[src/rtl/fft8_out_reorder.sv]
// fft8_out_reorder: output reorder buffer for the 8-point FFT processor.
// Butterfly result pairs arrive in bit-reversed bin order, four pairs per frame.
// Each frame is stored in one half of a ping-pong buffer. It is then streamed out
// in natural bin order 0..7, one bin per cycle, under a valid/ready handshake.
// Optional build macro FFT8_SCALE_EN: adds one register stage on the write side.
// That stage scales every value by 1/8 with round-half-up and saturation.
// Without the macro, data passes through bit-exact.
module fft8_out_reorder #(
    parameter int W     = 16,
    parameter int NBANK = 2
) (
    input  logic                c,
    input  logic                rst,
    input  logic                en,
    output logic                in_ready,
    input  logic signed [W-1:0] X1r,
    input  logic signed [W-1:0] X1i,
    input  logic signed [W-1:0] X2r,
    input  logic signed [W-1:0] X2i,
    output logic signed [W-1:0] yr,
    output logic signed [W-1:0] yi,
    output logic        [2:0]   y_idx,
    output logic                y_valid,
    input  logic                y_ready,
    output logic                y_last
);

    typedef enum logic [1:0] {
        S_IDLE,
        S_LOAD,
        S_SEND
    } state_t;

    // frame buffers, one 8-bin frame per bank
    logic signed [W-1:0] r_mem_r [NBANK][8];
    logic signed [W-1:0] r_mem_i [NBANK][8];

    // write side control
    logic [1:0]       r_wk;
    logic             r_wbank;
    logic [NBANK-1:0] r_full;

    // read side control and registered outputs
    state_t              r_state;
    logic                r_rbank;
    logic signed [W-1:0] r_yr;
    logic signed [W-1:0] r_yi;
    logic [2:0]          r_y_idx;
    logic                r_y_valid;

    // effective write port (directly from inputs, or from the scaling stage)
    logic                w_accept;
    logic                w_we;
    logic                w_wbank;
    logic [1:0]          w_wk;
    logic signed [W-1:0] w_x1r;
    logic signed [W-1:0] w_x1i;
    logic signed [W-1:0] w_x2r;
    logic signed [W-1:0] w_x2i;
    logic [2:0]          w_a1;
    logic [2:0]          w_a2;
    logic                w_set_full;
    logic                w_rd_done;
    logic [2:0]          w_rd_addr;
    logic signed [W-1:0] w_rd_r;
    logic signed [W-1:0] w_rd_i;

    // a pair is taken only while the current write bank has room
    assign in_ready = ~r_full[r_wbank];
    assign w_accept = en && in_ready;

`ifdef FFT8_SCALE_EN
    logic                r_we_p0;
    logic                r_wbank_p0;
    logic [1:0]          r_wk_p0;
    logic signed [W-1:0] r_x1r_p0;
    logic signed [W-1:0] r_x1i_p0;
    logic signed [W-1:0] r_x2r_p0;
    logic signed [W-1:0] r_x2i_p0;

    // clamp a W+1 bit value into W bits
    function automatic logic signed [W-1:0] f_sat(input logic signed [W:0] v);
        if (v[W] != v[W-1])
            f_sat = v[W] ? {1'b1, {(W-1){1'b0}}} : {1'b0, {(W-1){1'b1}}};
        else
            f_sat = v[W-1:0];
    endfunction

    // divide by 8: add half an LSB of the result, then arithmetic shift
    function automatic logic signed [W-1:0] f_scale(input logic signed [W-1:0] x);
        logic signed [W:0] t;
        t = {x[W-1], x} + (W+1)'(4);
        t = t >>> 3;
        return f_sat(t);
    endfunction

    // stage p0: control of the pending scaled write
    always_ff @(posedge c or posedge rst) begin
        if (rst) begin
            r_we_p0    <= 1'b0;
            r_wbank_p0 <= 1'b0;
            r_wk_p0    <= 2'd0;
        end else begin
            r_we_p0    <= w_accept;
            r_wbank_p0 <= r_wbank;
            r_wk_p0    <= r_wk;
        end
    end

    // stage p0: scaled data of the pending write
    always_ff @(posedge c) begin
        r_x1r_p0 <= f_scale(X1r);
        r_x1i_p0 <= f_scale(X1i);
        r_x2r_p0 <= f_scale(X2r);
        r_x2i_p0 <= f_scale(X2i);
    end

    assign w_we    = r_we_p0;
    assign w_wbank = r_wbank_p0;
    assign w_wk    = r_wk_p0;
    assign w_x1r   = r_x1r_p0;
    assign w_x1i   = r_x1i_p0;
    assign w_x2r   = r_x2r_p0;
    assign w_x2i   = r_x2i_p0;
`else
    assign w_we    = w_accept;
    assign w_wbank = r_wbank;
    assign w_wk    = r_wk;
    assign w_x1r   = X1r;
    assign w_x1i   = X1i;
    assign w_x2r   = X2r;
    assign w_x2i   = X2i;
`endif

    // pair k carries bins bitrev(k) and bitrev(k)+4
    assign w_a1       = {1'b0, w_wk[0], w_wk[1]};
    assign w_a2       = {1'b1, w_wk[0], w_wk[1]};
    assign w_set_full = w_we && (w_wk == 2'd3);
    assign w_rd_done  = (r_state == S_SEND) && y_ready && (r_y_idx == 3'd7);

    // store both results of the pair at their natural-order addresses
    always_ff @(posedge c) begin
        if (w_we) begin
            r_mem_r[w_wbank][w_a1] <= w_x1r;
            r_mem_i[w_wbank][w_a1] <= w_x1i;
            r_mem_r[w_wbank][w_a2] <= w_x2r;
            r_mem_i[w_wbank][w_a2] <= w_x2i;
        end
    end

    // pair counter and write bank; the bank flips once the fourth pair is taken
    always_ff @(posedge c or posedge rst) begin
        if (rst) begin
            r_wk    <= 2'd0;
            r_wbank <= 1'b0;
        end else if (w_accept) begin
            r_wk <= r_wk + 2'd1;
            if (r_wk == 2'd3)
                r_wbank <= ~r_wbank;
        end
    end

    // bank occupancy: set by the last write of a frame, cleared when bin 7 is taken.
    // Set and clear never target the same bank because a full bank is never written.
    always_ff @(posedge c or posedge rst) begin
        if (rst) begin
            r_full <= '0;
        end else begin
            if (w_set_full && (w_wbank == 1'b0))
                r_full[0] <= 1'b1;
            else if (w_rd_done && (r_rbank == 1'b0))
                r_full[0] <= 1'b0;
            if (w_set_full && (w_wbank == 1'b1))
                r_full[1] <= 1'b1;
            else if (w_rd_done && (r_rbank == 1'b1))
                r_full[1] <= 1'b0;
        end
    end

    // read address: bin 0 when loading a frame, otherwise the bin after the one shown
    assign w_rd_addr = (r_state == S_LOAD) ? 3'd0 : (r_y_idx + 3'd1);
    assign w_rd_r    = r_mem_r[r_rbank][w_rd_addr];
    assign w_rd_i    = r_mem_i[r_rbank][w_rd_addr];

    // read FSM: wait for a full bank, load bin 0, then stream bins under handshake
    always_ff @(posedge c or posedge rst) begin
        if (rst) begin
            r_state   <= S_IDLE;
            r_rbank   <= 1'b0;
            r_yr      <= '0;
            r_yi      <= '0;
            r_y_idx   <= 3'd0;
            r_y_valid <= 1'b0;
        end else begin
            case (r_state)
                S_IDLE: begin
                    if (r_full[r_rbank])
                        r_state <= S_LOAD;
                end
                S_LOAD: begin
                    r_yr      <= w_rd_r;
                    r_yi      <= w_rd_i;
                    r_y_idx   <= 3'd0;
                    r_y_valid <= 1'b1;
                    r_state   <= S_SEND;
                end
                S_SEND: begin
                    if (y_ready) begin
                        if (r_y_idx == 3'd7) begin
                            r_y_valid <= 1'b0;
                            r_rbank   <= ~r_rbank;
                            r_state   <= r_full[~r_rbank] ? S_LOAD : S_IDLE;
                        end else begin
                            r_y_idx <= r_y_idx + 3'd1;
                            r_yr    <= w_rd_r;
                            r_yi    <= w_rd_i;
                        end
                    end
                end
                default: begin
                    r_state <= S_IDLE;
                end
            endcase
        end
    end

    assign yr      = r_yr;
    assign yi      = r_yi;
    assign y_idx   = r_y_idx;
    assign y_valid = r_y_valid;
    assign y_last  = r_y_valid && (r_y_idx == 3'd7);

endmodule

[config.mk]
export PLATFORM = sky130hd
export DESIGN_NAME = fft8_out_reorder
export DESIGN_NICKNAME = d
export VERILOG_FILES = /design/src/rtl/fft8_out_reorder.sv
export SDC_FILE = /design/constraint.sdc
export NUM_CORES = 1
export LEC_CHECK = 0
export ABC_AREA = 1
export BUFFER_PORTS_ARGS = -buffer_cell sky130_fd_sc_hd__buf_2
export CAP_MARGIN = 20
export CORE_MARGIN = 1.5
export CORE_UTILIZATION = 55
export CTS_BUF_LIST = sky130_fd_sc_hd__clkbuf_8
export CTS_CLUSTER_DIAMETER = 150
export DETAILED_ROUTE_END_ITERATION = 6
export PLACE_DENSITY = 0.77
export SLEW_MARGIN = 20
export SYNTH_ARGS = -nofsm -noshare
export SYNTH_HDL_FRONTEND = slang
export SYNTH_SLANG_ARGS = --single-unit
[constraint.sdc]
create_clock -name c -period 4.67 [get_ports c]
set_input_delay 0.934 -clock c [delete_from_list [all_inputs] [get_ports c]]
set_output_delay 0.934 -clock c [all_outputs]
set_load 0.02 [all_outputs]
==> summary.md, run 1 <==
| Metric | Value |
|---|---|
| Outcome | complete, no violations |
| Die Width | 216 µm |
| Antenna viol nets, final | 0 |
| Fraction of registers with async set/reset | 7.91% |
| Remaining DRCs | 0 |
| F_max | 346 MHz |
| I/O Buffers | 105 |
| Seq/Total Area, Yosys | 66.3% |
| Pint | 9.78 mW |
| FF+latch count, synth | 556 |
| Drt first pass iters | 6 |
| Fin worst setup slack | 1.78 ns |
| Clk pin slew, worst setup/hold paths | 0.06 ns |
| Crit path DAT | 3.46 ns |
| Register share of total power | 39.3% |
| Final Hold Fails | 0 |
| Clock sink count | 556 |
| Initial Util | 55.9% |
| Worst setup EP type | register |
| Max-slew violations | 0 |
| Layout cells sized above 1 | 9.78% |
| CP Class | reg2reg |
| Synth-to-Final Area Change | 10.8% |
| Clock Tree Buf Depth | 3 |
| VDD IR max | 0.000596 V |
| Relative slew slack | 28.5% |
| Top cells by area, synth | edfxtp_1 (62%), nand2_1 (16%), nand3_1 (5.2%) |
| CP max FO | 85 |
| Placed cell count | 3162 |
| Netlist cell types | 23 |
| # nets final | 2734 |
| Final setup fails | 0 |
| HP Class | in2async |
| Worst r2r src | r_rbank |
| Initial antenna violation count | 11 |
| Clk Latency, worst-skew pair | 0.66 ns |
| Tot Pwr | 16.4 mW |
| Skew final | 0.0336 ns |
| Synth Warn # | 0 |
| Worst EP required | 5.25 ns |
| Post-DP Area | 25900 µm² |
| Maxcap violations | 0 |
| RePlAce Congestion | 0.805 |
| R2r setup slk | 1.78 ns |
| Final min period | 2.89 ns |
| Largest net degree at the start of global routing | 163 |
| CTS tree | yes |
| Critical R2R Capture | yi[7] |
| Gate count of the mapped netlist | 2577 |
| HPWL after DPL | 34.9 mm |
| List of most frequent post-synthesis cells | nand2_1 (1088), edfxtp_1 (512), inv_1 (279), nand3_1 (259), o21ai_1 (131) |
| Fillers | 3491 |
| Area leader, netlist | edfxtp_1 |
| Synth Flop Type | edfxtp_1 |
| Top Ports | 106 |
| Synth Cell Area | 24800 µm² |
| Number of global-route vias before repair | 17818 |
| R2R depth | 10 |
| Worst slew pin tran | 1.07 ns |
| Most frequent cell after synthesis | nand2_1 |
| Clock power frac | 23.4% |
| Root buffer cell | clkbuf_8 |
| Switching Power | 6.57 mW |
| Post-layout util | 62.0% |
| Startpoint types | register |
| DRT iter0 DRCs | 1784 |
| Post-CTS resize count | 0 |
| Cts bufs inserted | 87 |
| DR vias/cell | 5.42 |
| Fin Hold WS | 0.450 ns |
| PwrDens | 594 nW/µm² |
| Final wirelength | 63.6 mm |
| Comb power frac | 37.3% |
| Grt total ovfl | 0 |
| Die area | 46500 µm² |
| Syn nets | 2652 |
| CP startpoint | r_rbank |
| WL per Instance | 19.1 µm |
| Final worst path period share | 61.8% |
| Setup TNS | 0 ns |
| Row cnt | 77 |
| RSZ-0062 raised after global routing | no |
| Core Area | 44400 µm² |
| Pleak | 11.9 nW |
| Setup WS pre-CTS | 1.69 ns |
| Post-route cell area | 27500 µm² |
| First-pass GRT wire length | 98.2 mm |
| Post-synthesis average cell area | 9.64 µm² |
| Hold Buf Count CTS | 0 |
| Fin cells | 3329 |
| Post-synth top area share | 61.9% |
| Net Sw Frac | 40.2% |
| Post-synth EDFFs | 512 |
| Setup Fix Bufs, Post-CTS | 0 |
| Via count | 18055 |
| H-tree level count | 3 |
| GRT Total Usage | 27.8% |
| Die Span Y | 216 µm |
sequential cells by signal, indices dropped and copies added (netlist names):
name / count
r_full: 2
r_mem_i: 256
r_mem_r: 256
r_rbank: 1
r_state: 2
r_wbank: 1
r_wk: 2
y_idx: 3
y_valid: 1
yi: 16
yr: 16
power groups by stage:
stage / registers [mW] / clock network, mW / logic, mW
3_3_place_gp: 6.50 / 0 / 5.86
5_1_grt: 6.47 / 4.08 / 6.72
3_5_place_dp: 6.52 / 0 / 6.02
6_report: 6.42 / 3.83 / 6.10
4_1_cts: 6.42 / 3.87 / 6.05
2_1_floorplan: 6.60 / 0 / 4.08
layer usage:
layer	global-route usage, %	up-vias	routed length (µm)
met5	0	-	22
met4	14.4	4	2720
met3	4.03	179	5110
met2	47.2	890	31700
met1	34.8	8473	24100
li1	-	8509	-
cell usage in the layout, fill, tap and decap left out, types with 8 or more instances in the layout:
master / count
buf_12: 11
clkinv_1: 18
dfrtp_1: 43
nor2_4: 12
edfxtp_1: 512
buf_4: 16
nand4_1: 8
o21ai_1: 131
inv_1: 324
nand2_1: 1087
nor2_1: 64
clkbuf_8: 99
buf_2: 105
nand3_1: 259
final cells by class:
| cell class | instances | area, µm² | share of cell area, % |
|---|---|---|---|
| flip-flops and latches | 556 | 16500 | 59.8 |
| repair buffers | 132 | 866 | 3.14 |
| inverters | 295 | 1110 | 4.04 |
| well taps | 592 | 741 | 2.69 |
| diodes | 6 | 15.0 | 0.0545 |
| clock inverters | 62 | 274 | 0.995 |
| multi-input cells | 1587 | 6690 | 24.3 |
| clock buffers | 99 | 1360 | 4.95 |
how the worst max path moves through the flow:
stage	endpoint	slack, ns
6_report	yi[7]	1.78
5_1_grt	r_mem_i[0][1]	1.63
4_1_cts	r_mem_i[0][0]	1.87
3_5_place_dp	r_mem_r[0][13]	1.69
3_3_place_gp	r_mem_i[0][0]	1.72
2_1_floorplan	r_mem_i[0][100]	0.11
logic make-up after synthesis:
| kind of cell | after synthesis | share of synthesized area [%] |
|---|---|---|
| AO/OA/AOI/OAI | 140 | 2.86 |
| XOR/XNOR | 3 | 0.106 |
| adder cells (fa/ha/maj) | 7 | 0.352 |
| buffers and inverters | 434 | 7.21 |
| flip-flops | 556 | 66.3 |
| AND/OR/NAND/NOR | 1437 | 23.2 |
worst max-delay path, stage by stage (launching register included):
cell and delay, ns:
dfrtp_4 0.70, inv_6 0.56, buf_4 0.51, nand2_1 0.09
nand2_1 0.07, nand2_1 0.06, nand2_1 0.12, nand2_1 0.06
nand3_1 0.19, nand3_1 0.17, nand2_1 0.11
No activity file was read; power rests on OpenSTA's default activity.
==> run 2: changes to the inputs <==
--- a/config.mk
+++ b/config.mk
@@ -13,7 +13,7 @@
 export CTS_BUF_LIST = sky130_fd_sc_hd__clkbuf_8
 export CTS_CLUSTER_DIAMETER = 150
 export DETAILED_ROUTE_END_ITERATION = 6
-export PLACE_DENSITY = 0.77
+export PLACE_DENSITY = 0.8
 export SLEW_MARGIN = 20
 export SYNTH_ARGS = -nofsm -noshare
 export SYNTH_HDL_FRONTEND = slang
==> constraint.sdc (replaced) <==
create_clock -name c -period 2.5 [get_ports c]
set_input_delay 0.5 -clock c [delete_from_list [all_inputs] [get_ports c]]
set_output_delay 0.5 -clock c [all_outputs]
set_load 0.02 [all_outputs]
==> run 2 against run 1 <==
Hold slack got worse by 0.30 ns. Critical path depth shrank 5. Sequential cell count unchanged. Routed wire length is 1.5% higher. Sequential power up 87%. Combinational power increased by 100%. Global-route usage hardly changed. Largest cell class unchanged. Highest routed layer unchanged.
==> summary.md, run 2 (synthesis results as in run 1) <==
| Metric | Value |
|---|---|
| Die area | 46500 µm² (unchanged) |
| Worst setup EP type | primary output |
| Worst slew pin tran | 0.812 ns (-0.260 ns) |
| Register area | 16500 µm² (unchanged) |
| Via count | 18445 (+2.2%) |
| Relative slew slack | 45.9% (+17 points) |
| WL per Instance | 19.3 µm (+0.89%) |
| Fin worst setup slack | 0.300 ns (-1.48 ns) |
| Placed cell count | 3194 (+1.0%) |
| HPWL after DPL | 38.0 mm (+9.0%) |
| GRT Total Usage | 27.8% (about the same) |
| Skew final | 0.0392 ns (+0.00555 ns) |
| Max-slew violations | 0 (unchanged) |
| Grt total ovfl | 0 (unchanged) |
| Crit path DAT | 1.70 ns (-1.76 ns) |
| I/O Buffers | 105 (unchanged) |
| Largest registers | r_mem_i (256), r_mem_r (256) |
| CP Class | reg2out |
| Clk pin slew, worst setup/hold paths | 0.06 ns (about the same) |
| Fin cells | 3350 (+0.63%) |
| Clock Tree Buf Depth | 3 (unchanged) |
| VDD IR max | 0.000642 V (+7.7%) |
| R2r setup slk | 0.34 ns (-1.44 ns) |
| DRT iter0 DRCs | 2437 (+37%) |
| Commonest non-fill, non-tap cells in the layout | nand2_1 (1087), edfxtp_1 (512), inv_1 (304) |
| Fin Hold WS | 0.154 ns (-0.297 ns) |
| Outcome | complete, no violations |
| Die Span Y | 216 µm (unchanged) |
| Multi-input logic area | 6690 µm² (+0.11%) |
| Final setup fails | 0 (unchanged) |
| CP max FO | 3 (-96%) |
| Fillers | 3313 (-5.1%) |
| Core Area | 44400 µm² (unchanged) |
| Worst r2r src | y_idx[1] |
| F_max | 455 MHz |
| Final worst path period share | 88.0% |
| Most frequent CP cell | ha_1 |
| CP startpoint | y_idx[1] |
| CTS tree | yes |
| Clock sink count | 556 (unchanged) |
| RSZ-0062 raised after global routing | no |
| Final Hold Fails | 0 (unchanged) |
| Worst stage delay on the critical path | 0.41 ns (-0.29 ns) |
| Row cnt | 77 (unchanged) |
| Antenna viol nets, final | 0 (unchanged) |
| Clk Latency, worst-skew pair | 0.65 ns (about the same) |
| Maxcap violations | 0 (unchanged) |
| Worst EP required | 2.00 ns (-3.25 ns) |
| Initial Util | 55.9% (unchanged) |
| CP max stage cell | dfrtp_1 |
| Startpoint types | register |
| RePlAce Congestion | 0.825 (+2.4%) |
| Initial antenna violation count | 5 (-6) |
| Min-delay src | X1i[7] |
| H-tree level count | 3 (unchanged) |
| Most common cell after layout, fill and taps aside | nand2_1 |
| Setup TNS | 0 ns (unchanged) |
| First-pass GRT wire length | 99.4 mm (+1.2%) |
| Layout cells sized above 1 | 11.1% (+1.3 points) |
| Remaining DRCs | 0 (unchanged) |
| Drt first pass iters | 5 (-1) |
| HP Class | in2reg |
| Final min period | 2.20 ns |
| DR vias/cell | 5.51 (+1.5%) |
| Pleak | 12.0 nW (+1.3%) |
| Largest net degree at the start of global routing | 145 (-11%) |
| Post-route cell area | 28000 µm² (+1.5%) |
| Top Ports | 106 (unchanged) |
| Post-DP Area | 26400 µm² (+1.9%) |
| Die Width | 216 µm (unchanged) |
| PwrDens | 1120 nW/µm² (+89%) |
| WP buf/inv | 2 (unchanged) |
| Cts bufs inserted | 84 (-3.4%) |
| Setup WS pre-CTS | 0.412 ns (-1.28 ns) |
| Crit-path cells | ha_1 -> ha_1 -> nand2_1 -> inv_1 -> buf_2 |
| Largest delay share family, worst path | adder cells |
| Final wirelength | 64.6 mm (+1.5%) |
| Root buffer cell | clkbuf_8 |
| Synth-to-Final Area Change | 12.5% |
| # nets final | 2764 (+1.1%) |
| Number of global-route vias before repair | 17924 (+0.59%) |
| Setup Fix Bufs, Post-CTS | 0 (unchanged) |
## run 2: cell count changes in the layout (fill, tap and decap cells not counted), sizes merged
cell         previous run  this run
bufinv                  1         2
clkinvlp                2         3
clkbuf                 99        87
clkinv                 21        35
buf                   132       164
diode                   6         3
inv                   333       320
dlygate4sd3             0         1
## run 2: layout make-up
class | instances | area share, %
timing repair buffer | 165 | 4.89
tap | 592 | 2.65
multi-input combinational | 1587 | 23.9
sequential | 556 | 58.9
antenna | 3 | 0.0269
clock buffer | 87 | 4.28
clock inverter | 65 | 1.25
inverter | 295 | 4.01
## run 2: repair_timing
action,CTS,global route
hold endpoints to repair,19,0
hold buffers,1,0
gates resized for setup,0,0
## run 2: through the flow
| step | util [%] | total power, mW |
|---|---|---|
| 4_1_cts | 62.9 | 31.2 |
| 3_3_place_gp | 59.4 | 23.9 |
| 5_1_grt | 62.9 | 32.9 |
| 2_1_floorplan | - | 20.0 |
| 6_report | 62.9 | 31.4 |
| 3_5_place_dp | 59.4 | 24.3 |
## run 2: final timing paths
path / end / cells after the start
min in group asynchronous: yr[5] / 3
worst min register to register: yr[5] / 2
worst max register to register: yr[4] / 8
max in group asynchronous: yr[1] / 4
worst max-delay path: y_last / 5
worst min-delay path: r_mem_i[0][119] / 1
## run 2: worst register-to-register path: cells and delay by family (launching register included)
family | cells | cell delay (ns)
simple gates | 4 | 0.62
flops | 1 | 0.41
buf+inv | 2 | 0.53
fa+ha+maj | 2 | 0.52
## run 2: routing by layer
layer,vias up,track usage [%],part of all wire (%),wire length [µm]
li1,8572,-,-,-
met1,8637,37.7,39,25400
met2,1079,44.4,47,30300
met3,151,5.37,11,6850
met4,6,11.4,3.1,2010
met5,-,0,0.054,35
## run 2: power by group
group	leakage (nW)	switching, mW	internal (mW)
logic	5.98	8.72	3.70
clock network	0.902	3.52	3.47
registers	5.15	0.542	11.5
total	12.0	12.8	18.6
==> run 3: changes to the inputs <==
--- a/config.mk
+++ b/config.mk
@@ -5,7 +5,6 @@
 export SDC_FILE = /design/constraint.sdc
 export NUM_CORES = 1
 export LEC_CHECK = 0
-export ABC_AREA = 1
 export BUFFER_PORTS_ARGS = -buffer_cell sky130_fd_sc_hd__buf_2
 export CAP_MARGIN = 20
 export CORE_MARGIN = 1.5
==> run 3 against run 2 <==
The run now ends with design-rule violations left. Synthesized cell count down 54%. Combinational power shrank 27%. Final cell count shrank 41%. Sequential share of layout area up 3.6 points. Routed wire length is 21% lower. Sequential cell count unchanged. Setup slack got worse by 0.13 ns. First-iteration DRC count is 51% lower. Sequential power hardly changed. Synthesized area decreased by 7.7%. Global-route usage down 3.6 points. Critical endpoint is now yi[14]. Highest routed layer unchanged.
==> summary.md, run 3 <==
| Metric | Value |
|---|---|
| Outcome | finished with violations |
| Failing checks | design-rule violations |
| CP Class | reg2reg |
| Switching Power | 8.95 mW (-30%) |
| H-tree level count | 3 (unchanged) |
| VDD IR max | 0.000635 V (-1.1%) |
| CP max FO | 15 (+12) |
| Root buffer cell | clkbuf_8 |
| Crit path capture | yi[14] |
| Fraction of registers with async set/reset | 7.91% (unchanged) |
| Crit path DAT | 2.87 ns (+1.17 ns) |
| RePlAce Congestion | 0.759 (-7.9%) |
| Most common cell after layout, fill and taps aside | edfxtp_1 |
| Maxcap violations | 0 (unchanged) |
| Comb power frac | 32.1% (-7.4 points) |
| Skew final | 0.0217 ns (-0.0174 ns) |
| Synth Cell Area | 22900 µm² (-7.7%) |
| Relative slew slack | 63.4% (+17 points) |
| Synth-to-Final Area Change | 14.8% |
| Routed wl met3 | 3.90 mm (-43%) |
| DR vias/cell | 6.13 (+11%) |
| Fillers | 2733 (-18%) |
| Setup TNS | 0 ns (unchanged) |
| Worst slew pin tran | 0.549 ns (-0.262 ns) |
| Core Area | 41000 µm² (-7.6%) |
| Netlist cell types | 31 (+35%) |
| Initial antenna violation count | 7 (+2) |
| HPWL after DPL | 29.2 mm (-23%) |
| Pint | 19.3 mW (+3.9%) |
| Die area | 42900 µm² (-7.6%) |
| Most frequent cell after synthesis | edfxtp_1 |
| Final worst path period share | 93.0% (+5.0 points) |
| WL met1 | 21.0 mm (-17%) |
| Crit-path cells | ha_1 -> and2_4 -> buf_12 -> mux4_2 -> o2bb2ai_1 -> a31oi_1 |
| Tot Pwr | 28.3 mW (-9.9%) |
| Top Layer Used | met5 |
| Largest registers | r_mem_i (256), r_mem_r (256) |
| Gate count of the mapped netlist | 1177 (-54%) |
| Setup Fix Bufs, Post-CTS | 0 (unchanged) |
| Grt total ovfl | 0 (unchanged) |
| Final Hold Fails | 0 (unchanged) |
| Clock Tree Buf Depth | 3 (unchanged) |
| Seq/Total Area, Yosys | 71.8% (+5.5 points) |
| Antenna viol nets, final | 0 (unchanged) |
| Post-synthesis average cell area | 19.5 µm² (+100%) |
| GRT Total Usage | 24.3% (-3.6 points) |
| Drt first pass iters | 7 (+2) |
| Pleak | 8.86 nW (-26%) |
| R2R depth | 6 (-2) |
| Clk pin slew, worst setup/hold paths | 0.06 ns (about the same) |
| Syn nets | 1252 (-53%) |
| Commonest non-fill, non-tap cells in the layout | edfxtp_1 (512), mux2i_1 (130), mux2_2 (128) |
| Top cells by area, synth | edfxtp_1 (67%), mux4_2 (9.4%), mux2_2 (6.3%) |
| Worst r2r src | y_idx[0] |
| Register share of total power | 42.4% (+4.2 points) |
| Startpoint types | register |
| Clock sink count | 556 (unchanged) |
| Synth Warn # | 0 (unchanged) |
| Die Span Y | 207 µm (-3.9%) |
| Cts bufs inserted | 87 (+3.6%) |
| Remaining DRCs | 18 (+18) |
| Worst stage delay on the critical path | 0.52 ns (+0.11 ns) |
| Worst EP required | 3.05 ns (+1.05 ns) |
| Number of global-route vias before repair | 12567 (-30%) |
| Via count | 12079 (-35%) |
| CP max stage cell | mux4_2 |
| I/O Buffers | 105 (unchanged) |
| Post-synth top area share | 67.0% (+5.2 points) |
| FF+latch count, synth | 556 (unchanged) |
| # nets final | 1436 (-48%) |
| List of most frequent post-synthesis cells | edfxtp_1 (512), mux2i_1 (131), mux2_2 (128), mux4_2 (96), nand2_1 (82) |
| Largest net degree at the start of global routing | 47 (-68%) |
| CTS tree | yes |
| Initial Util | 55.9% (about the same) |
| Top Ports | 106 (unchanged) |
| Clock power frac | 25.5% (+3.2 points) |
| Layout cells sized above 1 | 36.3% (+25 points) |
| RSZ-0062 raised after global routing | no |
| Final wirelength | 51.1 mm (-21%) |
| Met2 Wirelength | 25.2 mm (-17%) |
| Worst setup EP type | register |
| Final setup fails | 0 (unchanged) |
| HP Class | in2reg |
| R2r setup slk | 0.18 ns (-0.16 ns) |
| Post-synth EDFFs | 512 (unchanged) |
| Fin worst setup slack | 0.175 ns (-0.125 ns) |
| First-pass GRT wire length | 77.4 mm (-22%) |
| CP startpoint | y_idx[0] |
| Critical R2R Capture | yi[14] |
| PwrDens | 1070 nW/µm² (-4.4%) |
| Area leader, netlist | edfxtp_1 |
| WL per Instance | 26.0 µm (+35%) |
| Max-slew violations | 0 (unchanged) |
| Row cnt | 74 (-3.9%) |
| F_max | 430 MHz (-5.4%) |
| Synth Flop Type | edfxtp_1 |
| Net Sw Frac | 31.6% (-9.1 points) |
| Die Width | 207 µm (-3.9%) |
| Clk Latency, worst-skew pair | 0.65 ns (about the same) |
| Post-layout util | 64.2% (+1.3 points) |
| Setup WS pre-CTS | 0.190 ns (-0.222 ns) |
| DRT iter0 DRCs | 1201 (-51%) |
| Final min period | 2.32 ns (+0.125 ns) |
run 3: cell types whose count changed in the layout (fill, tap and decap cells not counted), moves of 60 or more:
cell / change
mux2_2: +128
nand3_1: -257
inv_1: -265
nand2_1: -1009
nor2_1: -60
o21ai_1: -131
mux2i_1: +130
mux4_2: +96
run 3: per-stage QoR:
step / cell area (µm²) / hold WS [ns] / cells
after global placement: 24700 / 0.537 / 1803
after CTS: 26300 / 0.129 / 1967
after global routing: 26300 / 0.159 / 1967
final: 26300 / 0.160 / 1970
after detailed placement: 24700 / 0.556 / 1803
after floorplan: 23000 / 0.520 / 1177
run 3: cells by family (layout without fill, tap and decap cells):
| group | Yosys count | after routing | synth area share, % |
|---|---|---|---|
| AO/OA/AOI/OAI | 78 | 78 | 2.46 |
| buffers and inverters | 73 | 331 | 1.87 |
| multiplexers | 355 | 355 | 21.4 |
| AND/OR/NAND/NOR | 105 | 105 | 1.91 |
| adder cells (fa/ha/maj) | 7 | 7 | 0.382 |
| XOR/XNOR | 3 | 3 | 0.115 |
| flip-flops | 556 | 556 | 71.8 |
| other | 0 | 3 | 0 |
run 3: worst min path at each step:
stage,startpoint,to,slack [ns],depth (start not counted)
finish,X1r[15],r_mem_r[1][95],0.16,1
global route,X1i[2],r_mem_i[1][114],0.16,1
CTS,X1r[15],r_mem_r[1][95],0.13,1
detailed placement,y_valid,y_valid,0.56,2
global placement,y_idx[1],y_idx[1],0.54,1
floorplan,r_state[0],r_state[1],0.52,2
run 3: power groups by stage:
stage               registers (mW)  logic [mW]  clock network, mW
floorplan                     12.3        6.09                  0
global placement              12.1        8.94                  0
detailed placement            12.2        9.13                  0
CTS                           12.0        9.15               7.33
global route                  12.1        9.66               7.74
finish                        12.0        9.08               7.21
run 3: final cells by class:
class	instances	area [µm²]	share of cell area, %
flip-flops and latches	556	16500	62.6
multi-input cells	548	6130	23.3
repair buffers	164	1380	5.25
clock buffers	95	1310	4.96
well taps	532	666	2.53
clock inverters	68	349	1.33
inverters	4	15.0	0.0570
diodes	3	7.51	0.0285
run 3: routing by layer:
| layer | track usage [%] | vias up |
|---|---|---|
| li1 | - | 5170 |
| met2 | 39.3 | 497 |
| met4 | 7.66 | 8 |
| met3 | 5.52 | 95 |
| met1 | 33.1 | 6309 |
| met5 | 0 | - |
run 3: critical path, delay by kind of cell (launching register included):
kind | cells | cell delay [ns]
AND/OR/NAND/NOR | 1 | 0.39
AO/OA/AOI/OAI | 2 | 0.32
flip-flops | 1 | 0.43
buffers and inverters | 1 | 0.21
adder cells (fa/ha/maj) | 1 | 0.35
multiplexers | 1 | 0.52
run 3: timing repair:
item	CTS	global route
resized for setup	0	0
hold endpoints to repair	44	0
hold buffers	1	0
